### src/rtl/ibpl_out_shaper.sv
// ibpl_out_shaper
// ---------------------------------------------------------------------------
// Per-channel output pulse shaper with an activity LED stretcher and a sticky
// lost-trigger (overrun) flag per channel.
//
// Each channel has two modes, selected by its width register W[i]:
//   W[i] == 0 : level mode. shaped_out follows trig_in & output_enable with
//               one cycle of latency.
//   W[i] >  0 : pulse mode. A rising edge of trig_in starts a pulse of exactly
//               W[i] cycles. The pulse is followed by HOLDOFF low cycles. A
//               trigger during the pulse either reloads the pulse (retrigger
//               mask bit set) or is lost. A trigger during holdoff is always
//               lost. Lost triggers set overrun[i].
//
// Configuration register map (cfg_we strobe, one write per cycle):
//   addr 0..5 : width of channel 0..5 (cfg_wdata)
//   addr 6    : retrigger mask (cfg_wdata[NCH-1:0])
//   addr 7    : overrun write-1-to-clear (cfg_wdata[NCH-1:0])
//
// Handshake: there is no flow control. cfg_we qualifies cfg_addr/cfg_wdata in
// the cycle it is high, and every write is accepted at the next rising edge.
//
// Ports
//   clk            system clock, rising edge
//   nReset         asynchronous active-low reset
//   trig_in        per-channel trigger request
//   output_enable  per-channel enable; low forces the channel off
//   cfg_we         configuration write strobe
//   cfg_addr       register select
//   cfg_wdata      write data
//   shaped_out     shaped channel outputs
//   output_act     stretched activity indication per channel
//   overrun        sticky per-channel lost-trigger flag
//   shaper_error   OR of all overrun bits, registered
//   fsm_state      debug view of every channel FSM, 2 bits per channel
//                  (0 = IDLE, 1 = ACTIVE, 2 = HOLD)
// ---------------------------------------------------------------------------
module ibpl_out_shaper #(
    parameter int NCH         = 6,
    parameter int CNT_W       = 16,
    parameter int HOLDOFF     = 4,
    parameter int LED_STRETCH = 1048576
) (
    input  logic               clk,
    input  logic               nReset,
    input  logic [NCH-1:0]     trig_in,
    input  logic [NCH-1:0]     output_enable,
    input  logic               cfg_we,
    input  logic [2:0]         cfg_addr,
    input  logic [CNT_W-1:0]   cfg_wdata,
    output logic [NCH-1:0]     shaped_out,
    output logic [NCH-1:0]     output_act,
    output logic [NCH-1:0]     overrun,
    output logic               shaper_error,
    output logic [2*NCH-1:0]   fsm_state
);

    typedef enum logic [1:0] {
        ST_IDLE   = 2'd0,
        ST_ACTIVE = 2'd1,
        ST_HOLD   = 2'd2
    } state_t;

    localparam logic [7:0]  HOLD_M1 = 8'(HOLDOFF - 1);
    localparam logic [23:0] LED_M1  = 24'(LED_STRETCH - 1);

    state_t           state    [NCH];
    logic [CNT_W-1:0] width    [NCH];
    logic [CNT_W-1:0] cnt      [NCH];
    logic [7:0]       hold_cnt [NCH];
    logic [23:0]      led_cnt  [NCH];

    logic [NCH-1:0]   trig_prev;
    logic [NCH-1:0]   armed;
    logic [NCH-1:0]   retrig_mask;
    logic [NCH-1:0]   shaped_prev;
    logic [NCH-1:0]   trig_edge;
    logic [NCH-1:0]   shaped_rise;
    logic [NCH-1:0]   ovr_set;
    logic [NCH-1:0]   ovr_clr;

    // trig_prev resets to all ones so that a trigger held high across reset
    // release is not seen as a fresh edge.
    assign trig_edge   = trig_in & ~trig_prev;
    assign shaped_rise = shaped_out & ~shaped_prev;

    always_comb begin
        ovr_set = '0;
        ovr_clr = '0;
        for (int i = 0; i < NCH; i++) begin
            if (trig_edge[i] && output_enable[i]) begin
                if ((state[i] == ST_ACTIVE && !retrig_mask[i]) || state[i] == ST_HOLD) begin
                    ovr_set[i] = 1'b1;
                end
            end
        end
        if (cfg_we && cfg_addr == 3'd7) begin
            ovr_clr = cfg_wdata[NCH-1:0];
        end
    end

    always_comb begin
        fsm_state = '0;
        for (int i = 0; i < NCH; i++) begin
            fsm_state[2*i +: 2] = state[i];
        end
    end

    // Edge tracking, level-mode arming, retrigger mask and overrun flags.
    always_ff @(posedge clk or negedge nReset) begin
        if (!nReset) begin
            trig_prev    <= '1;
            armed        <= '0;
            retrig_mask  <= '0;
            overrun      <= '0;
            shaper_error <= 1'b0;
        end else begin
            trig_prev <= trig_in;
            // Level mode only follows trig_in once it has been seen low after
            // reset, so a level held through reset produces no output.
            armed     <= armed | ~trig_in;
            if (cfg_we && cfg_addr == 3'd6) begin
                retrig_mask <= cfg_wdata[NCH-1:0];
            end
            // A set in the same cycle as a clear wins.
            overrun      <= (overrun & ~ovr_clr) | ovr_set;
            shaper_error <= |overrun;
        end
    end

    // Per-channel width registers and pulse FSMs.
    always_ff @(posedge clk or negedge nReset) begin
        if (!nReset) begin
            for (int i = 0; i < NCH; i++) begin
                state[i]    <= ST_IDLE;
                width[i]    <= '0;
                cnt[i]      <= '0;
                hold_cnt[i] <= '0;
            end
            shaped_out <= '0;
        end else begin
            for (int i = 0; i < NCH; i++) begin
                if (cfg_we && cfg_addr == 3'(i)) begin
                    width[i] <= cfg_wdata;
                end

                if (!output_enable[i]) begin
                    state[i]      <= ST_IDLE;
                    cnt[i]        <= '0;
                    hold_cnt[i]   <= '0;
                    shaped_out[i] <= 1'b0;
                end else begin
                    case (state[i])
                        ST_IDLE: begin
                            if (width[i] == '0) begin
                                shaped_out[i] <= trig_in[i] & armed[i];
                            end else if (trig_edge[i]) begin
                                // cnt holds the remaining high cycles after this one.
                                state[i]      <= ST_ACTIVE;
                                cnt[i]        <= width[i] - CNT_W'(1);
                                shaped_out[i] <= 1'b1;
                            end else begin
                                shaped_out[i] <= 1'b0;
                            end
                        end
                        ST_ACTIVE: begin
                            if (trig_edge[i] && retrig_mask[i]) begin
                                // Retrigger reloads from the current width;
                                // a width of zero just ends the pulse next cycle.
                                cnt[i] <= (width[i] == '0) ? '0 : width[i] - CNT_W'(1);
                            end else if (cnt[i] == '0) begin
                                state[i]      <= ST_HOLD;
                                hold_cnt[i]   <= HOLD_M1;
                                shaped_out[i] <= 1'b0;
                            end else begin
                                cnt[i] <= cnt[i] - CNT_W'(1);
                            end
                        end
                        ST_HOLD: begin
                            if (hold_cnt[i] == 8'd0) begin
                                state[i] <= ST_IDLE;
                            end else begin
                                hold_cnt[i] <= hold_cnt[i] - 8'd1;
                            end
                        end
                        default: begin
                            state[i]      <= ST_IDLE;
                            shaped_out[i] <= 1'b0;
                        end
                    endcase
                end
            end
        end
    end

    // Activity LED stretcher: restarts on every rising edge of shaped_out.
    always_ff @(posedge clk or negedge nReset) begin
        if (!nReset) begin
            shaped_prev <= '0;
            output_act  <= '0;
            for (int i = 0; i < NCH; i++) begin
                led_cnt[i] <= '0;
            end
        end else begin
            shaped_prev <= shaped_out;
            for (int i = 0; i < NCH; i++) begin
                if (shaped_rise[i]) begin
                    output_act[i] <= 1'b1;
                    led_cnt[i]    <= LED_M1;
                end else if (output_act[i]) begin
                    if (led_cnt[i] == 24'd0) begin
                        output_act[i] <= 1'b0;
                    end else begin
                        led_cnt[i] <= led_cnt[i] - 24'd1;
                    end
                end
            end
        end
    end

endmodule

### config.mk
export PLATFORM = sky130hd
export DESIGN_NAME = ibpl_out_shaper
export DESIGN_NICKNAME = d
export VERILOG_FILES = /design/src/rtl/ibpl_out_shaper.sv
export SDC_FILE = /design/constraint.sdc
export NUM_CORES = 1
export LEC_CHECK = 0
export ABC_AREA = 1
export CAP_MARGIN = 5
export CORE_ASPECT_RATIO = 1.4
export CORE_MARGIN = 2
export CORE_UTILIZATION = 64
export CTS_CLUSTER_SIZE = 16
export DETAILED_ROUTE_END_ITERATION = 10
export PLACE_DENSITY_LB_ADDON = 0.2
export SLEW_MARGIN = 0
export SYNTH_ARGS = -nofsm -noshare
export SYNTH_HDL_FRONTEND = slang
export SYNTH_SLANG_ARGS = --single-unit
export TNS_END_PERCENT = 30
### constraint.sdc
create_clock -name clk -period 2.05 [get_ports clk]
set_input_delay 0.3075 -clock clk [delete_from_list [all_inputs] [get_ports clk]]
set_output_delay 0.3075 -clock clk [all_outputs]
set_load 0.01 [all_outputs]
# Word level (Yosys, flattened, before mapping)

Cells that the tools add are included.

Add/subtract/negate cells: 24
Equality and inequality tests: 85
Muxes and demuxes: 199
Bitwise gates (word level): 15
Reductions and logical operators: 106

Operators by type and width:

| kind                    | number |
|---|---|
| $mux W16                | 36 |
| $mux W24                | 18 |
| $logic_not A16 Y1       | 12 |
| $mux W8                 | 24 |
| $pmux W16 S2            | 6 |
| $sub A16 B1 Y16 const B | 12 |
| $logic_not A24 Y1       | 6 |
| $sub A24 B1 Y24 const B | 6 |
| $pmux W8 S2             | 6 |
| $mux W2                 | 36 |
| $ne A3 B3 Y1 const B    | 24 |
| $mux W1                 | 60 |
| $logic_not A8 Y1        | 6 |
| $reduce_and A4 Y1       | 12 |
| $sub A8 B1 Y8 const B   | 6 |
| $ne A3 B1 Y1 const B    | 12 |
| $ne A3 B2 Y1 const B    | 12 |
| $pmux W2 S3             | 6 |
| $reduce_and A5 Y1       | 6 |
| $logic_and A1 B1 Y1     | 26 |
| $ne A2 B2 Y1 const B    | 12 |
| $ne A4 B4 Y1 const B    | 6 |
| $not A6 Y6              | 4 |
| $and A6 B6 Y6           | 3 |
| 17 further kinds        | 72 |

Flip-flop bits (word level): 439
Bits of input ports: 34
Output and inout port bits: 31
Word-level logic and storage cells: 472

# Depth between registers and ports, before layout

Gate-level depths: netlist (run 1).

Depth after elaboration: 6
Mapped depth: 13
Mapped depth without buffers: 13

# Worst setup path before layout (run 1)

OpenSTA, ideal clock, no wires.

Kind: register to register
Start point: register width[0] (netlist name)
End point: register cnt[14] (netlist name)
Setup time: 121 ps
Data arrival time: 1545 ps
Required time: 1929 ps
Setup slack: 384 ps
Stages on the path, launching flop included: 12
Path buffers: 1
Period minus slack after synthesis: 1666 ps
Cells stage by stage: dfrtp_1 -> inv_1 -> ha_1 -> nand3_2 -> nor2_2 -> nand2_1 -> nand2_1 -> nand2_2 -> nand3_4 -> buf_6 -> nand2_1 -> a21boi_1

Longest elaborated chain between the ends: 5
Elaborated cells on any way between the ends: 10
Classes of those cells: add/sub (1); eq/ne (1); mux (6); reduce/logical (2)

Ends and longest elaborated chain:

| element                                                     | line          | RTL |
|---|---|---|
| from (decl)                                                 | 68            | `logic [CNT_W-1:0] width [NCH];` |
| from (signal, indexed assignment)                           | 144           | `width[i] <= cfg_wdata;` |
| $sub A16 B1 Y16 / $logic_not A16 Y1 (equally long branches) | 160, 170, 155 |  |
| $mux W16 (on tied branches)                                 | 170, 157      |  |
| $mux W16 (on tied branches)                                 | 167, 155      |  |
| $pmux W16 S2                                                | 153           | `case (state[i])` |
| $mux W16                                                    | 147           | `if (!output_enable[i]) begin` |
| to (signal, indexed assignment)                             | 160           | `cnt[i] <= width[i] - CNT_W'(1);` |
| to (signal, indexed assignment)                             | 170           | `cnt[i] <= (width[i] == '0) ? '0 : width[i] - CNT_W'(1);` |
| to (signal, indexed assignment)                             | 176           | `cnt[i] <= cnt[i] - CNT_W'(1);` |
| to (decl)                                                   | 69            | `logic [CNT_W-1:0] cnt [NCH];` |

Parallel ways exist; a longest one is shown, timed or not. The select of a mux whose other input is x is not followed.
A chain may end at the register's enable or synchronous reset.

# Worst setup path in the final report (run 1)

Start point: register shaped_out[0]
End point: output port shaped_out[0]

RTL lines:

| element                           | line | RTL |
|---|---|---|
| from (decl)                       | 51   | `output logic [NCH-1:0] shaped_out,` |
| from (signal, indexed assignment) | 156  | `shaped_out[i] <= trig_in[i] & armed[i];` |

No word-level cell between the ends.

==> results of run 1 <==
[area by class of cell]
type	count	area (um^2)
fill	3644	11780
multi-input combinational	3178	15280
timing repair buffer	190	1810
sequential	439	10990
inverter	481	1810
tap	558	698.2
clock buffer	73	1456
clock inverter	12	231.5
[metrics by stage]
step | setup slack, ps | setup TNS, ps | cell area (um^2) | utilization, %
CTS | 55.52 | 0 | 32210 | 73.11
floorplan | 383.6 | 0 | 28580 | -
finish | 65.96 | 0 | 32280 | 73.27
detailed placement | 4.113 | 0 | 30520 | 69.25
global route | -0.2247 | -0.2247 | 32280 | 73.27
global placement | 5.231 | 0 | 30520 | 69.25
[what timing repair did]
item	CTS	global route
endpoints found under the hold margin	35	0
endpoints found under the setup margin	0	56
hold buffers	1	0
gates resized for setup	0	15
[flip-flops by register name, indices dropped and copies added (netlist names)]
| register | cells |
|---|---|
| output_act | 6 |
| shaped_prev | 6 |
| shaped_out | 6 |
| overrun | 6 |
| led_cnt | 144 |
| width | 96 |
| retrig_mask | 6 |
| hold_cnt | 48 |
| armed | 6 |
| fsm_state | 12 |
| shaper_error | 1 |
| cnt | 96 |
| trig_prev | 6 |
[cells in the final DEF, fill, tap and decap left out, types with 10 or more instances in the layout]
master	instances
clkbuf_8	14
o21ai_0	298
nand4_1	60
a21boi_1	46
nor2_4	20
inv_1	451
o21ai_1	65
buf_4	107
xor2_1	109
ha_1	39
xnor2_1	26
nand3_1	339
o21ai_2	13
inv_2	26
nor3_1	48
clkbuf_16	49
nor2_2	44
clkbuf_1	10
dfrtp_1	433
or2_2	12
clkdlybuf4s50_1	63
nand2_1	1202
nor2_1	661
o211ai_1	13
nand2_2	23
buf_12	17
a21oi_1	67
nand3b_1	19
[kinds of logic (layout without fill, tap and decap cells)]
kind of cell	after synthesis	count (layout)	synth area share (%)
AO/OA/AOI/OAI	535	535	10.39
XOR/XNOR	135	135	4.137
flip-flops	439	439	38.46
adder cells (fa/ha/maj)	42	42	1.838
AND/OR/NAND/NOR	2466	2466	36.87
buffers and inverters	572	756	8.304
[how the worst min path moves through the flow]
stage               endpoint
2_1_floorplan       armed[0]
3_3_place_gp   shaped_out[3]
3_5_place_dp   shaped_out[3]
4_1_cts         trig_prev[4]
5_1_grt         trig_prev[4]
6_report        trig_prev[4]
[report_power, final]
part | leakage [nW] | switching, mW | internal [mW]
Combinational | 9.47 | 7.13 | 4.17
Sequential | 5.26 | 2.04 | 10.6
Clock | 0.824 | 3.64 | 5.64
Total | 15.6 | 12.8 | 20.4
[metal layers]
metal,global-route usage [%],wire [um]
met5,0,0
met4,15.97,3379
met3,4.099,3456
met2,58.99,37180
met1,36.29,28530
==> qor.yml, run 1 <==
global_routing:
  grt_pass1_vias: 26620
  grt_max_degree: 52
  grt.total_usage_pct: 32.00
  antenna_found_initial: 0
  grt.overflow.total: 0
  grt_pass1_wl_mm: 122.2
sta:
  whs_ps: 173.6
  hold_viol_final: 0
  slew_violations: 0
  setup_violations: 0
  skew_ps: 17.53
  relSlewSlack_pct: 61.65
  worstMarginPinSlew_ps: 573.9
  max_freq_mhz: 504.0
  timing.final.crit_share_pct: 96.78
  layout_min_cycle_time_ps: 1984
placement:
  place_congestion: 0.9558
  numPortBuffers: 64
  dp_hpwl_mm: 53.65
  dp_cells: 4845
setup_path:
  worstSetupEndpoint: "shaped_out[0]"
  path_buf_inv: 2
  reg2reg_to: "cnt[4]"
  cpLargestDelayFamily: "buffers and inverters"
  critPathArrivalTime_ps: 1680
  cp-startpoint: "shaped_out[0]"
  rrSetupSlack_ps: 120
  required_ps: 1740
  critPathSlowestCell: "clkdlybuf4s50_1"
  worst-path-stages: 2
  worstPathCellList: "buf_4 -> clkdlybuf4s50_1"
  worstSetupStartpointType: "flip-flop"
  crit_path_max_incr_delay_ps: 550
  timing.rr.start: "width[0]"
  path_max_fanout: 3
  path_class: "flip-flop to output port"
  crit_path_end_kind: "output port"
  rr_worst_depth: 11
layout:
  layout.nets: 4413
  finalNonFillerCells: 4931
  drive_gt1_share_pct: 8.690
  diodes: 0
  syn_to_final_growth_pct: 12.95
detailed_routing:
  wirelength_mm: 72.55
  drt_iter0_markers: 1985
  ant_nets: 0
  vias_per_cell: 5.516
  vias: 27200
  detail_route.wl_per_cell_um: 14.71
  drc: 0
  dr.pass1.iters: 6
synth:
  ys_seq_elements: 439
  netlist_instances: 4189
  synth_common_cells: "1202 x nand2_1, 662 x nor2_1, 451 x inv_1"
  syn-num-nets: 4265
  synth-async-reset-ratio_pct: 100.0
  yosysTopAreaCell: "dfrtp_1"
  synth_most_common_cell: "nand2_1"
  synth-edff-count: 0
  yosys_warnings: 0
  yosys-top-cells-area: "dfrtp_1 38%, nand2_1 16%, nor2_1 8.7%"
  synth.distinct_cells: 54
  netlist.area_leader.share_pct: 37.91
  synth-seq-area-share_pct: 38.46
  synthesis.area_mm2: 0.02858
  ys.flop_type: "dfrtp_1"
  synth.avg_cell_area_um2: 6.824
clocking:
  path_clk_slew_ps: 60
  cts_tree: "built"
  root_buffer: "clkbuf_16"
  clkSinkCount: 439
  cts-htree-levels: 2
  postCtsSetupBuffers: 0
  worstSkewPairLatency_ps: 600
  cts.path.max_buffers: 3
  cts-buffers-inserted: 47
run_status:
  status: "completed"
floorplanning:
  chipHeight_um: 254.1
  rows: 91
  design.die.area_mm2: 0.04639
  io_pins: 65
  initial_core_util_pct: 64.87
  die_x_um: 182.6
  core-area_mm2: 0.04406
pwr:
  vdd_ir_drop_max_uv: 811.9
  powerDensity_mw_per_mm2: 1029
  total_power_mw: 33.22
  leakage_nw: 15.55
hold_path:
  worstHoldPathType: "primary input to flip-flop"
  min_path_cells: 1
  worstHoldStart: "trig_in[4]"
job:
  maxCapViolations: 0
No activity file was read; power rests on OpenSTA's default activity.
==> inputs of run 2 (changes only) <==
PLACE_DENSITY_LB_ADDON = 0.12   (was 0.2)
==> qor.yml, run 2 (synthesis results as in run 1) <==
setup_path:
  crit_path_max_incr_delay_ps: 590
  critPathArrivalTime_ps: 1650
  worstSetupStartpointType: "flip-flop"
  path_class: "flip-flop to output port"
  critPathSlowestCell: "clkdlybuf4s50_1"
  worstPathCellList: "clkdlybuf4s50_1"
  cpLargestDelayFamily: "buffers and inverters"
  path_max_fanout: 5
  path_buf_inv: 1
  crit_path_end_kind: "output port"
  required_ps: 1740
detailed_routing:
  wirelength_mm: 72.18
  drc: 0
  dr.pass1.iters: 5
  vias: 27220
  detail_route.wl_per_cell_um: 14.64
  drt_iter0_markers: 1470
  vias_per_cell: 5.519
  ant_nets: 0
sta:
  slew_violations: 0
  worstMarginPinSlew_ps: 632.8
  hold_viol_final: 0
  rsz0062_at_grt: "no"
  setup_ws_ps: 91.53
  skew_ps: 21.61
  fin_setup_tns_ps: 0
  max_freq_mhz: 510.6
  layout_min_cycle_time_ps: 1958
  relSlewSlack_pct: 57.71
  setup_violations: 0
  timing.final.crit_share_pct: 95.54
layout:
  finalNonFillerCells: 4932
  fin_util_pct: 72.98
  largest_register: "led_cnt"
  syn_to_final_growth_pct: 12.51
  layout_commonest_cell: "nand2_1"
  diodes: 0
  n_fill_cell: 3751
  layout.nets: 4418
  top_regs: "led_cnt x144, cnt x96, width x96"
  largest_reg_flops: 144
  drive_gt1_share_pct: 8.802
  final_cell_mix: "1201 x nand2_1, 660 x nor2_1, 451 x inv_1, 433 x dfrtp_1, 339 x nand3_1"
pwr:
  vdd_ir_drop_max_uv: 764.2
  leakage_nw: 15.50
  powerDensity_mw_per_mm2: 1020
placement:
  dp_slack_ps: -45.30
  numPortBuffers: 64
  place_congestion: 0.9457
  dp_cells: 4852
  dp_hpwl_mm: 53.67
floorplanning:
  chipHeight_um: 254.1
  rows: 91
  initial_core_util_pct: 64.87
  design.die.area_mm2: 0.04639
  io_pins: 65
  die_x_um: 182.6
  core-area_mm2: 0.04406
clocking:
  cts_tree: "built"
  clkSinkCount: 439
  cts-htree-levels: 2
  cts-buffers-inserted: 45
  postCtsSetupBuffers: 0
  worstSkewPairLatency_ps: 580
  root_buffer: "clkbuf_16"
  cts.path.max_buffers: 3
  path_clk_slew_ps: 60
run_status:
  status: "completed"
job:
  maxCapViolations: 0
global_routing:
  grt_pass1_vias: 26670
  grt.total_usage_pct: 32.04
  antenna_found_initial: 0
  grt_max_degree: 76
  grt_pass1_wl_mm: 122.7
  grt.overflow.total: 0
hold_path:
  worstHoldPathType: "primary input to flip-flop"
-- run 2: layer usage --
layer  wire [um]  global-route usage [%]
met1       28570                   36.91
met5           0                       0
met4        2858                   13.71
met2       37420                   59.46
met3        3333                   4.099
-- run 2: final timing paths --
| kind | startpoint | endpoint | slack, ps | cells after the start |
|---|---|---|---|---|
| min in group asynchronous | nReset | shaped_prev[2] | 200 | 2 |
| worst min-delay path | trig_in[2] | trig_prev[2] | 190 | 1 |
| worst max-delay path | fsm_state[2] | fsm_state[2] | 90 | 1 |
| worst max register to register | width[0] | cnt[10] | 100 | 9 |
| worst min register to register | shaped_out[2] | shaped_prev[2] | 440 | 0 |
| max in group asynchronous | nReset | trig_prev[4] | 1080 | 4 |
-- run 2: what timing repair did --
action | in CTS | in global routing
hold buffers | 1 | 0
endpoints found under the hold margin | 222 | 0
resized for setup | 0 | 14
setup endpoints to repair | 0 | 51
-- run 2: report_power, final --
group          switching (mW)  internal, mW  total [mW]
clock                    3.58          5.31        8.89
combinational            7.14          4.17        11.3
sequential               2.02          10.6        12.6
total                    12.7          20.1        32.8
-- run 2: stage by stage --
stage | total power, mW | area [um^2] | hold slack (ps)
6_report | 32.81 | 32160 | 187.6
5_1_grt | 35.12 | 32160 | 186.9
4_1_cts | 32.80 | 32100 | 157.3
3_5_place_dp | 23.77 | 30530 | 209.6
3_3_place_gp | 23.49 | 30530 | 206.0
2_1_floorplan | 20.51 | 28580 | 11.91
-- run 2: layout make-up --
type	count	area, um^2	share of cell area, %
inverters	481	1810	5.630
repair buffers	197	1826	5.677
multi-input cells	3178	15270	47.49
well taps	558	698.2	2.171
flip-flops and latches	439	10990	34.18
clock inverters	22	347.8	1.082
clock buffers	57	1211	3.766
==> inputs of run 3 (changes only) <==
ABC_CLOCK_PERIOD_IN_PS = 2050   (was unset)
==> results of run 3 <==
No change in the layout: final DEF, timing and power equal those of run 2.
